===== config.mk =====
export PLATFORM = sky130hd
export DESIGN_NAME = serial_add_ctrl_flat
export DESIGN_NICKNAME = d
export VERILOG_FILES = /design/src/rtl/serial_add_pkg.sv /design/src/rtl/serial_add_ctrl_if.sv /design/src/rtl/serial_add_ctrl_fa_cell.sv /design/src/rtl/serial_add_ctrl.sv /design/src/flat_wrapper.sv
export SDC_FILE = /design/constraint.sdc
export NUM_CORES = 1
export LEC_CHECK = 0
export BUFFER_PORTS_ARGS = -buffer_cell sky130_fd_sc_hd__buf_2
export CORE_AREA = 4 4 50 96
export DETAILED_ROUTE_END_ITERATION = 16
export DIE_AREA = 0 0 54 100
export HOLD_SLACK_MARGIN = 0.02
export PLACE_DENSITY_LB_ADDON = 0.3
export REMOVE_ABC_BUFFERS = 1
export SLEW_MARGIN = 25
export SYNTH_ARGS = -nofsm -noshare
export SYNTH_HDL_FRONTEND = slang
export SYNTH_SLANG_ARGS = --single-unit

===== constraint.sdc =====
create_clock -name clk -period 2 [get_ports clk]
set_clock_uncertainty 0.05 [all_clocks]
set_input_delay 0.4 -clock clk [delete_from_list [all_inputs] [get_ports clk]]
set_output_delay 0.4 -clock clk [all_outputs]
set_load 0.02 [all_outputs]

===== src/rtl/serial_add_pkg.sv =====
// Shared definitions for the bit-serial adder controller: FSM encoding,
// default operand width and the counter sizing rule.
package serial_add_pkg;

    localparam int DEFAULT_WIDTH = 8;

    typedef enum logic [1:0] {
        ST_IDLE = 2'd0,
        ST_RUN  = 2'd1,
        ST_DONE = 2'd2
    } state_t;

    // Bit counter must index 0..WIDTH-1 and is never narrower than one bit.
    function automatic int cnt_width(input int w);
        return (w <= 2) ? 1 : $clog2(w);
    endfunction

endpackage


===== src/rtl/serial_add_ctrl_if.sv =====
// Handshake and operand/result bundle for serial_add_ctrl.
interface serial_add_ctrl_if
    import serial_add_pkg::*;
#(
    parameter int WIDTH = DEFAULT_WIDTH
);
    logic             start;
    logic             abort;
    logic [WIDTH-1:0] a;
    logic [WIDTH-1:0] b;
    logic             cin;
    logic             ready;
    logic             busy;
    logic             done;
    logic [WIDTH-1:0] sum;
    logic             cout;

    modport master (
        output start, abort, a, b, cin,
        input  ready, busy, done, sum, cout
    );

    modport slave (
        input  start, abort, a, b, cin,
        output ready, busy, done, sum, cout
    );

endinterface


===== src/rtl/serial_add_ctrl_fa_cell.sv =====
// Single-bit full adder; the only arithmetic element in the serial adder.
module fa_cell (
    input  logic a,
    input  logic b,
    input  logic ci,
    output logic s,
    output logic co
);

    logic p;

    assign p  = a ^ b;
    assign s  = p ^ ci;
    assign co = (a & b) | (ci & p);

endmodule


===== src/rtl/serial_add_ctrl.sv =====
// Bit-serial adder controller: {cout,sum} = a + b + cin, LSB first,
// one bit per clock through a single full-adder cell.
module serial_add_ctrl
    import serial_add_pkg::*;
#(
    parameter int WIDTH = DEFAULT_WIDTH
) (
    input  logic              clk,
    input  logic              rst_n,
    serial_add_ctrl_if.slave  bus
);

    localparam int              CNT_W    = cnt_width(WIDTH);
    localparam logic [CNT_W-1:0] LAST_IDX = CNT_W'(WIDTH - 1);

    state_t           state_q;
    state_t           state_d;

    logic [WIDTH-1:0] a_sh;
    logic [WIDTH-1:0] b_sh;
    logic [WIDTH-1:0] psum;
    logic [WIDTH-1:0] psum_nxt;
    logic             carry;
    logic [CNT_W-1:0] cnt;
    logic             last_bit;

    logic [WIDTH-1:0] sum_q;
    logic             cout_q;

    logic             fa_s;
    logic             fa_co;

    fa_cell u_fa (
        .a  (a_sh[0]),
        .b  (b_sh[0]),
        .ci (carry),
        .s  (fa_s),
        .co (fa_co)
    );

    assign last_bit = (cnt == LAST_IDX);

    // New sum bit enters at the MSB so the word is aligned after WIDTH shifts.
    always_comb begin
        psum_nxt             = psum >> 1;
        psum_nxt[WIDTH-1]    = fa_s;
    end

    always_ff @(posedge clk or negedge rst_n) begin
        if (!rst_n) begin
            state_q <= ST_IDLE;
        end else begin
            state_q <= state_d;
        end
    end

    always_comb begin
        state_d = state_q;
        case (state_q)
            ST_IDLE: begin
                if (bus.start) begin
                    state_d = ST_RUN;
                end
            end
            ST_RUN: begin
                if (bus.abort) begin
                    state_d = ST_IDLE;
                end else if (last_bit) begin
                    state_d = ST_DONE;
                end
            end
            ST_DONE: begin
                state_d = ST_IDLE;
            end
            default: begin
                state_d = ST_IDLE;
            end
        endcase
    end

    // Datapath: operands captured on acceptance, shifted once per RUN edge.
    always_ff @(posedge clk or negedge rst_n) begin
        if (!rst_n) begin
            a_sh   <= '0;
            b_sh   <= '0;
            psum   <= '0;
            carry  <= 1'b0;
            cnt    <= '0;
            sum_q  <= '0;
            cout_q <= 1'b0;
        end else begin
            case (state_q)
                ST_IDLE: begin
                    if (bus.start) begin
                        a_sh  <= bus.a;
                        b_sh  <= bus.b;
                        carry <= bus.cin;
                        cnt   <= '0;
                    end
                end
                ST_RUN: begin
                    if (!bus.abort) begin
                        a_sh  <= a_sh >> 1;
                        b_sh  <= b_sh >> 1;
                        psum  <= psum_nxt;
                        carry <= fa_co;
                        // Counter holds at the last index so it never wraps.
                        if (last_bit) begin
                            sum_q  <= psum_nxt;
                            cout_q <= fa_co;
                        end else begin
                            cnt <= cnt + 1'b1;
                        end
                    end
                end
                default: begin
                end
            endcase
        end
    end

    assign bus.ready = (state_q == ST_IDLE);
    assign bus.busy  = (state_q == ST_RUN);
    assign bus.done  = (state_q == ST_DONE);
    assign bus.sum   = sum_q;
    assign bus.cout  = cout_q;

endmodule


===== src/flat_wrapper.sv =====
// flat-port wrapper written by rule: the top's interface ports become plain ports
module serial_add_ctrl_flat import serial_add_pkg::*;
#(
    parameter int WIDTH = DEFAULT_WIDTH
)
  (clk, rst_n, bus_start, bus_abort, bus_a, bus_b, bus_cin, bus_ready, bus_busy, bus_done, bus_sum, bus_cout);
  serial_add_ctrl_if #(.WIDTH(WIDTH)) bus_i ();
  input  logic clk;
  input  logic rst_n;
  input wire logic [$bits(bus_i.start)-1:0] bus_start;
  input wire logic [$bits(bus_i.abort)-1:0] bus_abort;
  input wire logic [$bits(bus_i.a)-1:0] bus_a;
  input wire logic [$bits(bus_i.b)-1:0] bus_b;
  input wire logic [$bits(bus_i.cin)-1:0] bus_cin;
  output wire logic [$bits(bus_i.ready)-1:0] bus_ready;
  output wire logic [$bits(bus_i.busy)-1:0] bus_busy;
  output wire logic [$bits(bus_i.done)-1:0] bus_done;
  output wire logic [$bits(bus_i.sum)-1:0] bus_sum;
  output wire logic [$bits(bus_i.cout)-1:0] bus_cout;
  assign bus_i.start = bus_start;
  assign bus_i.abort = bus_abort;
  assign bus_i.a = bus_a;
  assign bus_i.b = bus_b;
  assign bus_i.cin = bus_cin;
  assign bus_ready = bus_i.ready;
  assign bus_busy = bus_i.busy;
  assign bus_done = bus_i.done;
  assign bus_sum = bus_i.sum;
  assign bus_cout = bus_i.cout;
  serial_add_ctrl #(.WIDTH(WIDTH)) u_core (.clk(clk), .rst_n(rst_n), .bus(bus_i));
endmodule

==> results.yml, run 1 <==
routing:
  drt_first_iter_violations: 9
  firstDrtPassIters: 4
  vias: 1103
  ant_nets: 0
  wl_per_cell_um: 14.24
  post-route-drc-count: 0
  wl_um: 3132
  viasPerCell: 5.014
layout:
  n_antenna_cell: 0
  drive_gt1_share_pct: 45.83
  nFillCells: 374
  syn_to_final_growth_pct: 19.73
  postLayoutCoreUtil_pct: 51.27
  finish.net_count: 191
  stdcell_count: 220
critical_path:
  crit_family: "flip-flops"
  arrival_ps: 1350
  cpPeakStageDelay_ps: 470
  slowest_stage: "dfrtp_1"
  crit_fanout: 6
  cp-start-kind: "register"
  rrSetupSlack_ps: 200
  critPathKind: "register to output port"
  critPathCaptureType: "output port"
  required_ps: 1550
  path_cells: "nor2b_2 > buf_2"
  crit_buf_inv: 1
place:
  dp_slack_ps: 227.2
  io_buffer_count: 32
  dp.cells: 211
  routabilityCongestion: 0.7700
  dpl.hpwl_um: 2332
status:
  status: "finished, final reports clean"
timing:
  setup_viol: 0
  timing.final.crit_share_pct: 90.04
  layout_min_cycle_time_ps: 1801
  rsz0062_at_grt: "false"
  hold_viol: 0
  drv_slew: 0
  fin_ws_ps: 199.2
  slew-limit-headroom_pct: 68.35
  tns_ps: 0
  worst_pin_slew_ps: 472.7
  fmax_mhz: 555.3
cts:
  cts_buffers: 5
  clockBufferDepth: 2
  cts_tree: "yes"
  cts.clk_slew.worst_paths_ps: 70
  clock-sinks: 38
  clock_latency_ps: 290
  cts_root_buf: "clkbuf_8"
  post_cts_buffers: 0
  cts.htree.levels: 2
min_path:
  hold_class: "input pin to register"
yosys:
  synth_warnings: 0
  synth_seq_cells: 38
  syn_inst: 127
  syn_avg_cell_area_um2: 13.78
  yosysSeqAreaShare_pct: 54.32
  synth_cell_type_count: 24
  synth.cell_area_um2: 1750
global_routing:
  antenna_found_initial: 0
  grt_overflow: 0
  grt_use_total_pct: 13.75
  grt_max_degree: 21
  grt_pass1_vias: 1191
  grt_pass1_wl_um: 5457
pwr:
  irDropWorstVdd_v: 0.0006292
  p_leak_nw: 0.9988
  p_per_area_nw_per_um2: 1095
  total_power_w: 0.002294
floorplanning:
  die_w_um: 54
  io_pins: 33
  initial_utilization_pct: 42.82
  coreArea_um2: 4088
  rows: 33
  die_h_um: 100
  die_area_um2: 5400
job:
  cap_violations: 0
-- routing by layer --
layer  up-vias  routed length [µm]  track usage [%]
li1        530                   -                -
met1       532                1274            15.67
met2        34                1614            23.36
met3         7                 175            3.120
met4         0                  68            6.334
met5         -                   0                0
-- cell usage after synthesis --
cell      number  area, µm²
a21oi_1        5      25.02
a21oi_2       10      87.58
a22o_1         4      35.03
and2_4         1      8.760
buf_12         1      20.02
buf_2          3      15.01
buf_4          3      22.52
buf_6          1      11.26
clkbuf_1       1      3.750
dfrtp_1       38      950.9
fa_1           1      20.02
ha_1           2      25.02
inv_1          1      3.750
mux2_1         4      45.04
mux2_2         4      45.04
mux2_4         9      135.1
mux2i_1       15      150.1
nor2_1         3      11.26
nor2b_1        2      12.51
nor3_1        15      75.07
nor3b_1        1      7.510
nor3b_4        1      18.77
nor4b_2        1      15.01
or2_1          1      6.260
-- final cells by class --
class	instances	area (µm²)	share of cell area [%]
tap	52	65.06	3.104
timing repair buffer	42	250.2	11.94
clock buffer	6	82.58	3.940
clock inverter	2	12.51	0.5970
multi-input combinational	79	730.7	34.87
inverter	1	3.754	0.1791
sequential	38	950.9	45.37
-- power by group --
group | total (W) | internal, W | switching, W
registers | 0.00114 | 0.000995 | 0.000143
logic | 0.000612 | 0.000321 | 0.000291
clock network | 0.000544 | 0.000277 | 0.000267
total | 0.00229 | 0.00159 | 0.000701
-- placed cells by master (no fill, tap or decap) --
| cell | instances |
|---|---|
| a21oi_1 | 5 |
| a21oi_2 | 10 |
| a22o_1 | 4 |
| and2_4 | 1 |
| buf_12 | 1 |
| buf_2 | 32 |
| buf_4 | 8 |
| clkbuf_8 | 6 |
| clkinv_2 | 1 |
| clkinvlp_4 | 1 |
| dfrtp_1 | 38 |
| dlygate4sd3_1 | 1 |
| fa_1 | 1 |
| ha_1 | 2 |
| inv_1 | 1 |
| mux2_1 | 4 |
| mux2_2 | 4 |
| mux2_4 | 9 |
| mux2i_1 | 15 |
| nor2_1 | 3 |
| nor2b_1 | 1 |
| nor2b_2 | 1 |
| nor3_1 | 15 |
| nor3b_2 | 1 |
| nor3b_4 | 1 |
| nor4b_2 | 1 |
| or2_1 | 1 |
-- state kept, by name (all words and copies together), names as in the netlist --
signal / count
u_core.b_sh: 8
u_core.bus.cout: 1
u_core.bus.sum: 8
u_core.a_sh: 8
u_core.carry: 1
u_core.cnt: 3
u_core.psum: 7
u_core.state_q: 2
-- logic make-up (layout without fill, tap and decap cells) --
kind of cell	Yosys count	count (layout)	synth area share, %
and+or+nand+nor	25	25	8.864
DFF	38	38	54.32
buffers and inverters	10	51	4.360
AOI/OAI and AO/OA	19	19	8.434
adders and majority gates	3	3	2.573
muxes	32	32	21.44
-- worst register-to-register path: stages, from the launching register on --
cell     delay [ps]
dfrtp_1         390
ha_1            210
ha_1            210
nor4b_2         400
nor2_1          140
mux2_2          290
-- stage by stage --
step / hold WS (ps) / instance area (µm²)
after floorplan: 54.41 / 1678
after global placement: 319.3 / 1991
after detailed placement: 325.6 / 1991
after CTS: 277.3 / 2096
after global routing: 285.7 / 2096
final: 292.0 / 2096
-- path summary, 6_finish.rpt --
kind,cells past startpoint,startpoint,endpoint
max,2,u_core.state_q[1]$_DFFE_PN0P_,bus_busy
min,2,bus_a[7],u_core.a_sh[7]$_DFFE_PN0P_
max reg2reg,5,u_core.cnt[0]$_DFFE_PN0P_,u_core.cnt[0]$_DFFE_PN0P_
min reg2reg,1,u_core.bus.sum[4]$_DFFE_PN0P_,u_core.bus.sum[4]$_DFFE_PN0P_
max in group asynchronous,3,rst_n,u_core.a_sh[5]$_DFFE_PN0P_
min in group asynchronous,2,rst_n,u_core.bus.sum[1]$_DFFE_PN0P_
-- what timing repair did --
action,CTS,global route
gates resized for setup,0,0
hold buffers,1,0
hold endpoints to repair,18,0
Power figures use the tool's default switching activity.
==> run 2: changes to the inputs <==
--- a/config.mk
+++ b/config.mk
@@ -6,9 +6,9 @@
 export NUM_CORES = 1
 export LEC_CHECK = 0
 export BUFFER_PORTS_ARGS = -buffer_cell sky130_fd_sc_hd__buf_2
-export CORE_AREA = 4 4 50 96
+export CORE_AREA = 3 3 49 95
 export DETAILED_ROUTE_END_ITERATION = 16
-export DIE_AREA = 0 0 54 100
+export DIE_AREA = 0 0 52 98
 export HOLD_SLACK_MARGIN = 0.02
 export PLACE_DENSITY_LB_ADDON = 0.3
 export REMOVE_ABC_BUFFERS = 1
==> run 2 against run 1 <==
Power is 0.14% lower. Worst hold slack worse by 12 ps. Critical path depth did not move. Clock power decreased by 1%. Non-clock buffer count down 2. Register-to-register slack about the same. Via count increased by 2.0%. First-iteration DRC count down 56%. Sequential share of layout area up 0.44 points. Wire length increased by 2.1%. Global-route usage increased by 0.31 points. Critical endpoint unchanged.
==> results.yml, run 2 (same netlist as run 1, synthesis figures left out) <==
critical_path:
  r2r-end: "u_core.cnt[0]$_DFFE_PN0P_"
  cpPeakStageDelay_ps: 450
  slowest_stage: "dfrtp_1"
  crit_family: "flip-flops"
  crit_buf_inv: 1
  arrival_ps: 1400
  rrSetupSlack_ps: 210
  path_cells: "nor2b_2 > buf_2"
  critPathCaptureType: "output port"
  critPathKind: "register to output port"
  crit_fanout: 6
  crit_start: "u_core.state_q[0]$_DFFE_PN0P_"
  r2r-start: "u_core.cnt[0]$_DFFE_PN0P_"
  reg2reg_depth: 5
  cp-start-kind: "register"
  required_ps: 1550
floorplanning:
  die_area_um2: 5096
  io_pins: 33
  die_h_um: 98
  coreArea_um2: 3964
  die_w_um: 52
  initial_utilization_pct: 44.16
  rows: 32
pwr:
  p_switching_w: 0.0006994
  internal_power_w: 0.001591
  p_clk_share_pct: 23.4
  p_leak_nw: 0.9896
  power_frac_seq_pct: 49.9
  p_comb_share_pct: 26.7
  irDropWorstVdd_v: 0.0005765
  swShare_pct: 30.53
  p_per_area_nw_per_um2: 1104
timing:
  rsz0062_at_grt: "false"
  setup_viol: 0
  layout_min_cycle_time_ps: 1846
  holdWs_ps: 280.2
  drv_slew: 0
  fin_ws_ps: 154.2
  timing.final.crit_share_pct: 92.29
  slew-limit-headroom_pct: 73.31
  fmax_mhz: 541.8
  hold_viol: 0
  worst_pin_slew_ps: 399.4
global_routing:
  grt_use_met2_pct: 23.38
  grt_max_degree: 39
  top_usage_layer: "met2"
  antenna_found_initial: 0
  grt_use_total_pct: 14.05
  grt_pass1_vias: 1179
  use_met3_pct: 4.427
  grt_util_met1_pct: 15.97
  grt_pass1_wl_um: 5423
  grt_overflow: 0
cts:
  cts_tree: "yes"
  clockBufferDepth: 2
  clock-sinks: 38
  cts.clk_slew.worst_paths_ps: 70
  ctsResizeCount: 0
  post_cts_buffers: 0
  cts_root_buf: "clkbuf_8"
  cts.htree.levels: 2
  clock_latency_ps: 290
  cts_buffers: 5
layout:
  finish.net_count: 189
  final_common_cell: "dfrtp_1"
  stdcell_area_um2: 2076
  n_antenna_cell: 0
  nFillCells: 349
  layout_common_cells: "dfrtp_1, buf_2, mux2i_1, nor3_1, a21oi_2"
  drive_gt1_share_pct: 44.58
  multiInputGateArea_um2: 730.7
  syn_to_final_growth_pct: 18.58
  stdcell_count: 217
  register_area_um2: 950.9
place:
  dp_slack_ps: 209.0
  routabilityCongestion: 0.6951
  dp.cells: 208
  placed_cell_area_um2: 1974
  io_buffer_count: 32
  dpl.hpwl_um: 2351
min_path:
  worstHoldStart: "bus_a[7]"
  whs_endpoint: "u_core.a_sh[7]$_DFFE_PN0P_"
  whs_path_depth: 2
  hold_class: "input pin to register"
routing:
  wl_um: 3197
  ant_nets: 0
  drt_first_iter_violations: 4
  firstDrtPassIters: 4
  wl_per_cell_um: 14.73
  post-route-drc-count: 0
  viasPerCell: 5.184
  vias: 1125
status:
  status: "finished, final reports clean"
job:
  cap_violations: 0
run 2: cell types whose count changed in the layout (fill, tap and decap cells not counted), sizes merged:
cell / delta
clkinvlp: -1
clkbuf: +1
buf: -2
run 2: how the worst max path moves through the flow:
stage,to,cells past startpoint
after floorplan,u_core.b_sh[0]$_DFFE_PN0P_,3
after global placement,u_core.cnt[0]$_DFFE_PN0P_,5
after detailed placement,u_core.cnt[0]$_DFFE_PN0P_,5
after CTS,bus_busy,2
after global routing,bus_busy,2
final,bus_busy,2
run 2: timing repair:
item,4_1_cts,5_1_grt
hold endpoints to repair,38,0
hold buffers,1,0
setup endpoints to repair,0,0
run 2: power groups by stage:
| stage | clock network [W] | logic, W | registers [W] |
|---|---|---|---|
| after floorplan | 0 | 0.000433 | 0.00113 |
| after global placement | 0 | 0.000590 | 0.00114 |
| after detailed placement | 0 | 0.000621 | 0.00116 |
| after CTS | 0.000559 | 0.000622 | 0.00115 |
| after global routing | 0.000586 | 0.000677 | 0.00117 |
| final | 0.000536 | 0.000611 | 0.00114 |
run 2: final cells by class:
type	count	share of cell area [%]
clock buffer	7	4.159
clock inverter	1	0.2411
inverter	1	0.1808
multi-input combinational	79	35.20
sequential	38	45.81
tap	51	3.074
timing repair buffer	40	11.33
run 2: through the flow:
step | TNS, ps | power, W | util [%]
6_report | 0 | 0.002291 | 52.37
5_1_grt | 0 | 0.002436 | 52.37
4_1_cts | 0 | 0.002326 | 52.37
3_5_place_dp | 0 | 0.001781 | 49.81
3_3_place_gp | 0 | 0.001731 | 49.81
2_1_floorplan | -8158 | 0.001568 | -
run 2: per-layer routing:
layer | routed length, µm | part of all wire (%) | vias up
met5 | 0 | 0 | -
met2 | 1660 | 52 | 37
li1 | - | - | 528
met3 | 194 | 6.1 | 6
met4 | 66 | 2.1 | 0
met1 | 1275 | 40 | 554
